`src/rtl/mem_port_arbiter_if.sv`:
```
// Bundles the fetch port, data port and shared memory port of mem_port_arbiter.
// The slave modport is the arbiter side; the master modport is the CPU/memory side.
interface mem_port_arbiter_if;
   logic        if_req;
   logic [31:0] if_addr;
   logic        if_ack;
   logic [31:0] if_rdata;

   logic        d_req;
   logic        d_write;
   logic [1:0]  d_size;
   logic [31:0] d_addr;
   logic [31:0] d_wdata;
   logic        d_ack;
   logic [31:0] d_rdata;

   logic        m_mreq;
   logic        m_write;
   logic [1:0]  m_size;
   logic [31:0] m_addr;
   logic [31:0] m_wdata;
   logic [31:0] m_rdata;
   logic        m_ready;

   logic        busy;
   logic        timeout_err;

   modport slave (
      input  if_req, if_addr,
      output if_ack, if_rdata,
      input  d_req, d_write, d_size, d_addr, d_wdata,
      output d_ack, d_rdata,
      output m_mreq, m_write, m_size, m_addr, m_wdata,
      input  m_rdata, m_ready,
      output busy, timeout_err
   );

   modport master (
      output if_req, if_addr,
      input  if_ack, if_rdata,
      output d_req, d_write, d_size, d_addr, d_wdata,
      input  d_ack, d_rdata,
      input  m_mreq, m_write, m_size, m_addr, m_wdata,
      output m_rdata, m_ready,
      input  busy, timeout_err
   );
endinterface

```
`src/rtl/mem_port_arbiter.sv`:
```
// Arbitrates one memory port between instruction fetch and the MEM-stage data port.
// State | meaning:  IDLE | no access, arbitrate;  GRANT_F | fetch owns memory;  GRANT_D | data owns memory
module mem_port_arbiter #(
   parameter int unsigned TIMEOUT = 15
) (
   input  logic                      clk,
   input  logic                      rst,
   mem_port_arbiter_if.slave         bus
);

   typedef enum logic [1:0] {
      IDLE    = 2'd0,
      GRANT_F = 2'd1,
      GRANT_D = 2'd2
   } state_t;

   localparam logic [7:0] TIMEOUT_C = 8'(TIMEOUT);

   state_t      r_state;
   logic        r_last_d;
   logic [7:0]  r_wait_cnt;

   logic        r_m_mreq;
   logic        r_m_write;
   logic [1:0]  r_m_size;
   logic [31:0] r_m_addr;
   logic [31:0] r_m_wdata;

   logic        r_if_ack;
   logic [31:0] r_if_rdata;
   logic        r_d_ack;
   logic [31:0] r_d_rdata;
   logic        r_timeout_err;

   logic        w_f_elig;
   logic        w_d_elig;
   logic        w_grant_d;
   logic        w_grant_f;
   logic        w_access_end;

   // A requester whose ack is high is still showing its old request.
   assign w_f_elig     = bus.if_req & ~r_if_ack;
   assign w_d_elig     = bus.d_req  & ~r_d_ack;
   assign w_grant_d    = w_d_elig & (~w_f_elig | ~r_last_d);
   assign w_grant_f    = w_f_elig & ~w_grant_d;
   assign w_access_end = bus.m_ready | (r_wait_cnt == TIMEOUT_C);

   always_ff @(posedge clk) begin
      if (rst) begin
         r_state       <= IDLE;
         r_last_d      <= 1'b0;
         r_wait_cnt    <= 8'd0;
         r_m_mreq      <= 1'b0;
         r_m_write     <= 1'b0;
         r_m_size      <= 2'b00;
         r_m_addr      <= 32'd0;
         r_m_wdata     <= 32'd0;
         r_if_ack      <= 1'b0;
         r_if_rdata    <= 32'd0;
         r_d_ack       <= 1'b0;
         r_d_rdata     <= 32'd0;
         r_timeout_err <= 1'b0;
      end else begin
         r_if_ack      <= 1'b0;
         r_if_rdata    <= 32'd0;
         r_d_ack       <= 1'b0;
         r_d_rdata     <= 32'd0;
         r_timeout_err <= 1'b0;

         case (r_state)
            IDLE: begin
               if (w_grant_d) begin
                  r_state    <= GRANT_D;
                  r_last_d   <= 1'b1;
                  r_wait_cnt <= 8'd0;
                  r_m_mreq   <= 1'b1;
                  r_m_write  <= bus.d_write;
                  r_m_size   <= bus.d_size;
                  r_m_addr   <= bus.d_addr;
                  r_m_wdata  <= bus.d_wdata;
               end else if (w_grant_f) begin
                  r_state    <= GRANT_F;
                  r_last_d   <= 1'b0;
                  r_wait_cnt <= 8'd0;
                  r_m_mreq   <= 1'b1;
                  r_m_write  <= 1'b0;
                  r_m_size   <= 2'b00;
                  r_m_addr   <= bus.if_addr;
                  r_m_wdata  <= 32'd0;
               end
            end

            GRANT_F, GRANT_D: begin
               if (w_access_end) begin
                  // m_ready wins over a simultaneous timeout
                  r_state       <= IDLE;
                  r_m_mreq      <= 1'b0;
                  r_m_write     <= 1'b0;
                  r_m_size      <= 2'b00;
                  r_m_addr      <= 32'd0;
                  r_m_wdata     <= 32'd0;
                  r_timeout_err <= ~bus.m_ready;
                  if (r_state == GRANT_F) begin
                     r_if_ack   <= 1'b1;
                     r_if_rdata <= bus.m_ready ? bus.m_rdata : 32'd0;
                  end else begin
                     r_d_ack    <= 1'b1;
                     r_d_rdata  <= (bus.m_ready && !r_m_write) ? bus.m_rdata : 32'd0;
                  end
               end else begin
                  r_wait_cnt <= r_wait_cnt + 8'd1;
               end
            end

            default: r_state <= IDLE;
         endcase
      end
   end

   assign bus.m_mreq      = r_m_mreq;
   assign bus.m_write     = r_m_write;
   assign bus.m_size      = r_m_size;
   assign bus.m_addr      = r_m_addr;
   assign bus.m_wdata     = r_m_wdata;
   assign bus.if_ack      = r_if_ack;
   assign bus.if_rdata    = r_if_rdata;
   assign bus.d_ack       = r_d_ack;
   assign bus.d_rdata     = r_d_rdata;
   assign bus.timeout_err = r_timeout_err;
   assign bus.busy        = (r_state != IDLE);

endmodule

```
`src/flat_wrapper.sv`:
```
// flat-port wrapper written by rule: the top's interface ports become plain ports
module mem_port_arbiter_flat 
#(
   parameter int unsigned TIMEOUT = 15
)
  (clk, rst, bus_if_req, bus_if_addr, bus_if_ack, bus_if_rdata, bus_d_req, bus_d_write, bus_d_size, bus_d_addr, bus_d_wdata, bus_d_ack, bus_d_rdata, bus_m_mreq, bus_m_write, bus_m_size, bus_m_addr, bus_m_wdata, bus_m_rdata, bus_m_ready, bus_busy, bus_timeout_err);
  mem_port_arbiter_if bus_i ();
  input  logic clk;
  input  logic rst;
  input wire logic [$bits(bus_i.if_req)-1:0] bus_if_req;
  input wire logic [$bits(bus_i.if_addr)-1:0] bus_if_addr;
  output wire logic [$bits(bus_i.if_ack)-1:0] bus_if_ack;
  output wire logic [$bits(bus_i.if_rdata)-1:0] bus_if_rdata;
  input wire logic [$bits(bus_i.d_req)-1:0] bus_d_req;
  input wire logic [$bits(bus_i.d_write)-1:0] bus_d_write;
  input wire logic [$bits(bus_i.d_size)-1:0] bus_d_size;
  input wire logic [$bits(bus_i.d_addr)-1:0] bus_d_addr;
  input wire logic [$bits(bus_i.d_wdata)-1:0] bus_d_wdata;
  output wire logic [$bits(bus_i.d_ack)-1:0] bus_d_ack;
  output wire logic [$bits(bus_i.d_rdata)-1:0] bus_d_rdata;
  output wire logic [$bits(bus_i.m_mreq)-1:0] bus_m_mreq;
  output wire logic [$bits(bus_i.m_write)-1:0] bus_m_write;
  output wire logic [$bits(bus_i.m_size)-1:0] bus_m_size;
  output wire logic [$bits(bus_i.m_addr)-1:0] bus_m_addr;
  output wire logic [$bits(bus_i.m_wdata)-1:0] bus_m_wdata;
  input wire logic [$bits(bus_i.m_rdata)-1:0] bus_m_rdata;
  input wire logic [$bits(bus_i.m_ready)-1:0] bus_m_ready;
  output wire logic [$bits(bus_i.busy)-1:0] bus_busy;
  output wire logic [$bits(bus_i.timeout_err)-1:0] bus_timeout_err;
  assign bus_i.if_req = bus_if_req;
  assign bus_i.if_addr = bus_if_addr;
  assign bus_if_ack = bus_i.if_ack;
  assign bus_if_rdata = bus_i.if_rdata;
  assign bus_i.d_req = bus_d_req;
  assign bus_i.d_write = bus_d_write;
  assign bus_i.d_size = bus_d_size;
  assign bus_i.d_addr = bus_d_addr;
  assign bus_i.d_wdata = bus_d_wdata;
  assign bus_d_ack = bus_i.d_ack;
  assign bus_d_rdata = bus_i.d_rdata;
  assign bus_m_mreq = bus_i.m_mreq;
  assign bus_m_write = bus_i.m_write;
  assign bus_m_size = bus_i.m_size;
  assign bus_m_addr = bus_i.m_addr;
  assign bus_m_wdata = bus_i.m_wdata;
  assign bus_i.m_rdata = bus_m_rdata;
  assign bus_i.m_ready = bus_m_ready;
  assign bus_busy = bus_i.busy;
  assign bus_timeout_err = bus_i.timeout_err;
  mem_port_arbiter #(.TIMEOUT(TIMEOUT)) u_core (.clk(clk), .rst(rst), .bus(bus_i));
endmodule
```
`config.mk`:
```
export PLATFORM = sky130hd
export DESIGN_NAME = mem_port_arbiter_flat
export DESIGN_NICKNAME = d
export VERILOG_FILES = /design/src/rtl/mem_port_arbiter_if.sv /design/src/rtl/mem_port_arbiter.sv /design/src/flat_wrapper.sv
export SDC_FILE = /design/constraint.sdc
export NUM_CORES = 1
export LEC_CHECK = 0
export ABC_AREA = 1
export ABC_CLOCK_PERIOD_IN_PS = 1920
export BUFFER_PORTS_ARGS = -buffer_cell sky130_fd_sc_hd__buf_2
export CAP_MARGIN = 20
export CELL_PAD_IN_SITES_DETAIL_PLACEMENT = 1
export CELL_PAD_IN_SITES_GLOBAL_PLACEMENT = 1
export CORE_MARGIN = 3
export CORE_UTILIZATION = 33
export CTS_BUF_LIST = sky130_fd_sc_hd__clkbuf_2 sky130_fd_sc_hd__clkbuf_4 sky130_fd_sc_hd__clkbuf_8
export DETAILED_ROUTE_END_ITERATION = 10
export MAX_ROUTING_LAYER = met4
export PLACE_DENSITY_LB_ADDON = 0.15
export SLEW_MARGIN = 5
export SYNTH_ARGS = -nofsm -noshare
export SYNTH_HDL_FRONTEND = slang
export SYNTH_SLANG_ARGS = --single-unit
```
`constraint.sdc`:
```
create_clock -name clk -period 1.92 [get_ports clk]
set_input_delay 0.288 -clock clk [delete_from_list [all_inputs] [get_ports clk]]
set_output_delay 0.288 -clock clk [all_outputs]
set_load 0.01 [all_outputs]
```
# Yosys cells after proc, flatten, opt, wreduce, memory -nomap -nowiden
# Cells that the tools add are included.
# Widths: inputs -> output; s select.
# op_classes
n_mux	28
addsub	1
n_reduce_logical	14
bitwise	16
eq_ne	6
# ops
op	n
$mux 32	5
$pmux 32 s2	2
$mux 8	3
$pmux 8 s2	1
$mux 2	5
$not 1->1	10
$reduce_or 5->1	2
$add 8x1->8 const B	1
$eq 8x4->1 const B	1
$mux 1	8
$pmux 2 s2	2
$reduce_and 3->1	2
$reduce_bool 2->1	3
$and 1x1->1	4
$pmux 1 s2	2
$reduce_and 2->1	2
$ne 3x1->1 const B	1
$reduce_or 3->1	1
$eq 2x1->1 const B	1
$eq 2x2->1 const B	1
$logic_not 2->1	1
$ne 2x1->1 const B	1
$ne 2x2->1 const B	1
$or 1x1->1	2
other kinds (3)	3
# totals
ff_bits	146
output_inout_bits	136
word_cells	78

# Logic depth before layout (Yosys ltp)
# depth
word_depth	10
ltp_mapped	11
depth_no_buf	10

# Worst setup path after synthesis
# No wires, ideal clock.
# synth_path
path_type	reg-to-reg
start	register u_core.r_state[0]
end	register u_core.r_m_wdata[10] (netlist: u_core.bus.m_wdata[10])
t_required_ns	1.849
setup_slack_ns	0.299
arrival_ns	1.550
stages_incl_launch_ff	8
path_buffers	2
setup_time_ns	0.071
period_less_slack_ns	1.621
path_cell_list	dfxtp_1 inv_1 ha_1 inv_2 buf_2 clkbuf_1 nand4_1 a21oi_2
# synth_between
elab_chain_len	4
word_cells_on_any_way	9
# synth_lines
item	line_no	text
from (decl)	mem_port_arbiter.sv:19	state_t r_state;
from (signal assigned)	mem_port_arbiter.sv:50	r_state <= IDLE;
from (signal assigned)	mem_port_arbiter.sv:73	r_state <= GRANT_D;
from (signal assigned)	mem_port_arbiter.sv:82	r_state <= GRANT_F;
$eq 2x2->1 or $eq 2x1->1 (tied branches)	mem_port_arbiter.sv:70	case (r_state)
$reduce_or 2->1	mem_port_arbiter.sv:70	
$ne 2x1->1 (no source line) or $reduce_bool 2->1 (tied branches)	n/a	
$reduce_and 3->1 (no source line)	n/a	
to (signal assigned)	mem_port_arbiter.sv:80	r_m_wdata <= bus.d_wdata;
to (decl)	mem_port_arbiter.sv:27	logic [31:0] r_m_wdata;
# Several ways; a longest one is shown, not always the timed one.
# A chain may end at the register's enable or synchronous reset.

# Worst setup path in the final report
# layout_path
start	register u_core.r_state[0]
end	register u_core.r_m_addr[5] (netlist: u_core.bus.m_addr[5])
# layout_between
elab_chain_len	4
word_cells_on_any_way	9
# layout_lines
item	line_no	text
$eq 2x2->1 or $eq 2x1->1 (tied branches)	mem_port_arbiter.sv:70	
$reduce_or 2->1	mem_port_arbiter.sv:70	
$ne 2x1->1 (no source line) or $reduce_bool 2->1 (tied branches)	n/a	
$reduce_and 3->1 (no source line)	n/a	
to (signal assigned)	mem_port_arbiter.sv:79	r_m_addr <= bus.d_addr;
to (signal assigned)	mem_port_arbiter.sv:88	r_m_addr <= bus.if_addr;
to (decl)	mem_port_arbiter.sv:26	logic [31:0] r_m_addr;
# Several ways; a longest one is shown, not always the timed one.

==> impl_metrics.prom <==
# TYPE chip_impl_metric gauge
chip_impl_metric{name="die_span_in_x",unit="µm"} 135.5
chip_impl_metric{name="post-synth-top-area-fraction",unit="%"} 52.78
chip_impl_metric{name="route.final.wire_length",unit="µm"} 17800
chip_impl_metric{name="fin_crit",unit="ps"} 1768
chip_impl_info{name="cp_slowest_cell",value="sky130_fd_sc_hd__ha_1"} 1
chip_impl_metric{name="synth-warning-count",unit=""} 0
chip_impl_metric{name="grt_first_pass_wirelength",unit="µm"} 28110
chip_impl_metric{name="die-height",unit="µm"} 135.5
chip_impl_metric{name="worst_pin_slew",unit="ps"} 400.9
chip_impl_metric{name="clock_tree.htree_level_count",unit=""} 4
chip_impl_metric{name="timing.setup.tns",unit="ps"} 0
chip_impl_metric{name="postSynthAreaPerCell",unit="µm²"} 7.922
chip_impl_metric{name="io_pins",unit=""} 272
chip_impl_metric{name="initial_core_util",unit="%"} 34.24
chip_impl_metric{name="post_drt_wl_per_cell",unit="µm"} 15.02
chip_impl_metric{name="rows",unit=""} 46
chip_impl_info{name="cell_with_the_most_instances_after_synthesis",value="sky130_fd_sc_hd__nand2_1"} 1
chip_impl_metric{name="via_count",unit=""} 5446
chip_impl_metric{name="path_max_fanout",unit=""} 45
chip_impl_metric{name="synth_edf_count",unit=""} 0
chip_impl_metric{name="placement.io_buffers",unit=""} 271
chip_impl_metric{name="critical-path-max-stage-delay",unit="ps"} 390
chip_impl_metric{name="antenna_found_initial",unit=""} 0
chip_impl_info{name="critical-path-top-delay-family",value="simple AND/OR/NAND/NOR gates"} 1
chip_impl_metric{name="clk_lat_worst_skew",unit="ps"} 450
chip_impl_metric{name="critical_path_arrival",unit="ps"} 2140
chip_impl_metric{name="place.detailed.hpwl",unit="µm"} 12770
chip_impl_metric{name="global_route.overflow_total",unit=""} 0
chip_impl_metric{name="clk_path_buf_depth",unit=""} 2
chip_impl_metric{name="antenna_fix_cells",unit=""} 0
chip_impl_metric{name="critical_path_buf_inv_count",unit=""} 2
chip_impl_metric{name="synthToLayoutAreaGrowth",unit="%"} 34.91
chip_impl_metric{name="count_of_antenna_violating_nets_left_after_detailed_routing",unit=""} 0
chip_impl_metric{name="multiInputGateArea",unit="µm²"} 2171
chip_impl_info{name="cp_cell_sequence",value="inv_1, ha_1, nand3_2, nand2_4, buf_12, nand2_1, a21oi_1"} 1
chip_impl_metric{name="sequential_cell_area",unit="µm²"} 2923
chip_impl_metric{name="design.core.area",unit="µm²"} 16170
chip_impl_metric{name="slew_headroom",unit="%"} 73.27
chip_impl_metric{name="syn_inst",unit=""} 699
chip_impl_metric{name="drc",unit=""} 0
chip_impl_info{name="clock_tree.root_cell",value="sky130_fd_sc_hd__clkbuf_8"} 1
chip_impl_info{name="tritoncts",value="done"} 1
chip_impl_metric{name="max_freq",unit="GHz"} 0.5655
chip_impl_metric{name="maxCapViolCount",unit=""} 0
chip_impl_metric{name="final.period_utilization",unit="%"} 92.10
chip_impl_info{name="crit_path_start_kind",value="flop"} 1
chip_impl_metric{name="power.static_leakage",unit="nW"} 3.821
chip_impl_metric{name="path_clk_slew",unit="ps"} 100
chip_impl_info{name="synthTopCellsByCount",value="sky130_fd_sc_hd__nand2_1 (173), sky130_fd_sc_hd__dfxtp_1 (146), sky130_fd_sc_hd__nor2_1 (81), sky130_fd_sc_hd__a21oi_1 (58), sky130_fd_sc_hd__inv_1 (49)"} 1
chip_impl_metric{name="ctsHoldBuffers",unit=""} 0
chip_impl_metric{name="design.die.area",unit="µm²"} 18370
chip_impl_metric{name="maximum_number_of_pins_on_one_net_before_global_route_repair",unit=""} 75
chip_impl_metric{name="grtUsageTotal",unit="%"} 19.79
chip_impl_metric{name="cts_setup_buffers",unit=""} 0
chip_impl_metric{name="synth.lib_cells_used.distinct",unit=""} 26
chip_impl_metric{name="drt-vias-per-instance",unit=""} 4.596
chip_impl_info{name="worstSetupEndpointType",value="flop"} 1
chip_impl_metric{name="grt_pass1_vias",unit=""} 5687
chip_impl_metric{name="ff2ff_path_depth",unit=""} 7
chip_impl_metric{name="drt_pass_1_iters",unit=""} 4
chip_impl_info{name="cp_class",value="flop to flop"} 1
chip_impl_metric{name="irDropWorstVdd",unit="µV"} 461.2
chip_impl_metric{name="drt_iter0_drc",unit=""} 196
chip_impl_info{name="hold_class",value="primary input to flop"} 1
chip_impl_metric{name="synth_area",unit="µm²"} 5538
chip_impl_metric{name="skew",unit="ps"} 18.81
chip_impl_metric{name="clock_sinks",unit=""} 146
chip_impl_metric{name="total_of_flip_flops_plus_latches_after_synthesis",unit=""} 146
chip_impl_metric{name="report.power.total",unit="mW"} 8.572
chip_impl_info{name="dominantRegCellSynth",value="sky130_fd_sc_hd__dfxtp_1"} 1
chip_impl_metric{name="numCtsBuffers",unit=""} 17
chip_impl_metric{name="powerDensity",unit="nW/µm²"} 1147
chip_impl_metric{name="worstSetupPathDepth",unit=""} 7
chip_impl_info{name="post_synth_main_area_contributors",value="sky130_fd_sc_hd__dfxtp_1 (53%), sky130_fd_sc_hd__nand2_1 (12%), sky130_fd_sc_hd__nor2_1 (5.5%)"} 1
chip_impl_metric{name="finalHoldViolations",unit=""} 0
chip_impl_metric{name="syn-num-nets",unit=""} 839
chip_impl_metric{name="final-setup-viol-count",unit=""} 0
chip_impl_info{name="grt_setup_unrepaired",value="true"} 1
chip_impl_metric{name="ratio_of_cells_with_drive_above_1_in_the_final_layout",unit="%"} 38.18
chip_impl_metric{name="final_core_utilization",unit="%"} 46.19
chip_impl_metric{name="ys_seq_area_share",unit="%"} 52.78
chip_impl_info{name="status",value="completed"} 1
chip_impl_metric{name="finalNetCount",unit=""} 1096
chip_impl_metric{name="finalWeightedCongestion",unit=""} 0.7930
chip_impl_metric{name="whs_path_depth",unit=""} 3
chip_impl_info{name="yosys.area.top_type",value="sky130_fd_sc_hd__dfxtp_1"} 1
chip_impl_metric{name="slew_viol_final",unit=""} 0
chip_impl_metric{name="fillers",unit=""} 2113
chip_impl_metric{name="synthArstFlopShare",unit="%"} 0
chip_impl_metric{name="worstPathRequired",unit="ps"} 2290
-- flip-flops by register name, summed over array words and instances (netlist names) --
name                    count
u_core.bus.if_rdata        32
u_core.bus.m_size           2
u_core.bus.d_rdata         32
u_core.bus.d_ack            1
u_core.bus.timeout_err      1
u_core.bus.m_addr          32
u_core.bus.if_ack           1
u_core.bus.m_wdata         32
u_core.r_wait_cnt           8
u_core.r_state              2
u_core.r_last_d             1
u_core.bus.m_mreq           1
u_core.bus.m_write          1
-- power breakdown --
group,switching [mW],internal [mW],leakage [nW],total (mW)
registers,0.185,3.41,1.19,3.60
clock network,1.34,0.956,0.184,2.29
logic,1.71,0.974,2.45,2.68
total,3.23,5.34,3.82,8.57
-- per-layer routing --
| metal | global-route usage (%) | share of wire (%) | vias to the layer above |
|---|---|---|---|
| met5 | - | 0 | - |
| met3 | 6.501 | 7.4 | 20 |
| met2 | 31.36 | 47 | 173 |
| met1 | 23.94 | 44 | 2518 |
| met4 | 6.383 | 1.5 | 0 |
| li1 | - | - | 2735 |
-- area by class of cell --
class / instances / area share, %
tap: 216 / 3.617
clock buffer: 17 / 3.132
inverter: 54 / 2.713
timing repair buffer: 284 / 20.47
sequential: 146 / 39.12
multi-input combinational: 453 / 29.06
clock inverter: 15 / 1.892
-- cell families after synthesis --
| family | synth area share [%] |
|---|---|
| xor gates and xnor gates | 0.1582 |
| DFF | 52.78 |
| AOI/OAI and AO/OA | 8.608 |
| adders and majority gates | 0.9038 |
| and+or+nand+nor | 29.44 |
| buffers and inverters | 8.111 |
-- cell usage in the layout, fill, tap and decap left out, types with 3 or more instances in the layout --
cell / netlist / final
sky130_fd_sc_hd__nand4_1: 35 / 35
sky130_fd_sc_hd__inv_1: 49 / 49
sky130_fd_sc_hd__clkinvlp_4: 0 / 3
sky130_fd_sc_hd__nand3_2: 4 / 4
sky130_fd_sc_hd__a21oi_2: 19 / 19
sky130_fd_sc_hd__inv_8: 0 / 4
sky130_fd_sc_hd__buf_4: 1 / 7
sky130_fd_sc_hd__nor2_1: 81 / 81
sky130_fd_sc_hd__o21ai_0: 4 / 4
sky130_fd_sc_hd__inv_2: 4 / 4
sky130_fd_sc_hd__buf_2: 15 / 271
sky130_fd_sc_hd__buf_12: 2 / 6
sky130_fd_sc_hd__a21oi_1: 58 / 58
sky130_fd_sc_hd__nand2_2: 22 / 22
sky130_fd_sc_hd__ha_1: 4 / 4
sky130_fd_sc_hd__dfxtp_1: 146 / 146
sky130_fd_sc_hd__nand3_1: 44 / 44
sky130_fd_sc_hd__clkbuf_8: 0 / 17
sky130_fd_sc_hd__inv_6: 0 / 5
sky130_fd_sc_hd__nand2_1: 173 / 173
-- worst paths after layout --
kind / startpoint / to / slack, ps
setup / recovery: u_core.r_state[0] / u_core.bus.m_addr[5] / 150
hold / removal: bus_m_rdata[23] / u_core.bus.d_rdata[23] / 60
hold reg to reg: u_core.bus.m_addr[31] / u_core.bus.m_addr[31] / 460
setup reg to reg: u_core.r_state[0] / u_core.bus.m_addr[5] / 150
-- per-stage QoR --
stage	setup WS (ps)	hold slack, ps	std cells	instance area (µm²)
finish	151.7	62.87	1185	7471
global route	-15.35	35.31	1185	7471
CTS	136.1	27.76	1185	7466
detailed placement	151.4	451.1	1153	7091
global placement	161.0	444.2	1153	7091
floorplan	299.3	422.9	699	5538
-- what timing repair did --
item | 4_1_cts | 5_1_grt
resized for setup | 0 | 1
hold endpoints to repair | 0 | 0
endpoints found under the setup margin | 0 | 29
-- worst register-to-register path: stages (launching register included) --
cell and delay (ps):
sky130_fd_sc_hd__dfxtp_1 370, sky130_fd_sc_hd__inv_1 70, sky130_fd_sc_hd__ha_1 390, sky130_fd_sc_hd__nand3_2 200, sky130_fd_sc_hd__nand2_4 150, sky130_fd_sc_hd__buf_12 230, sky130_fd_sc_hd__nand2_1 120, sky130_fd_sc_hd__a21oi_1 150
(Power assumes the default switching activity.)
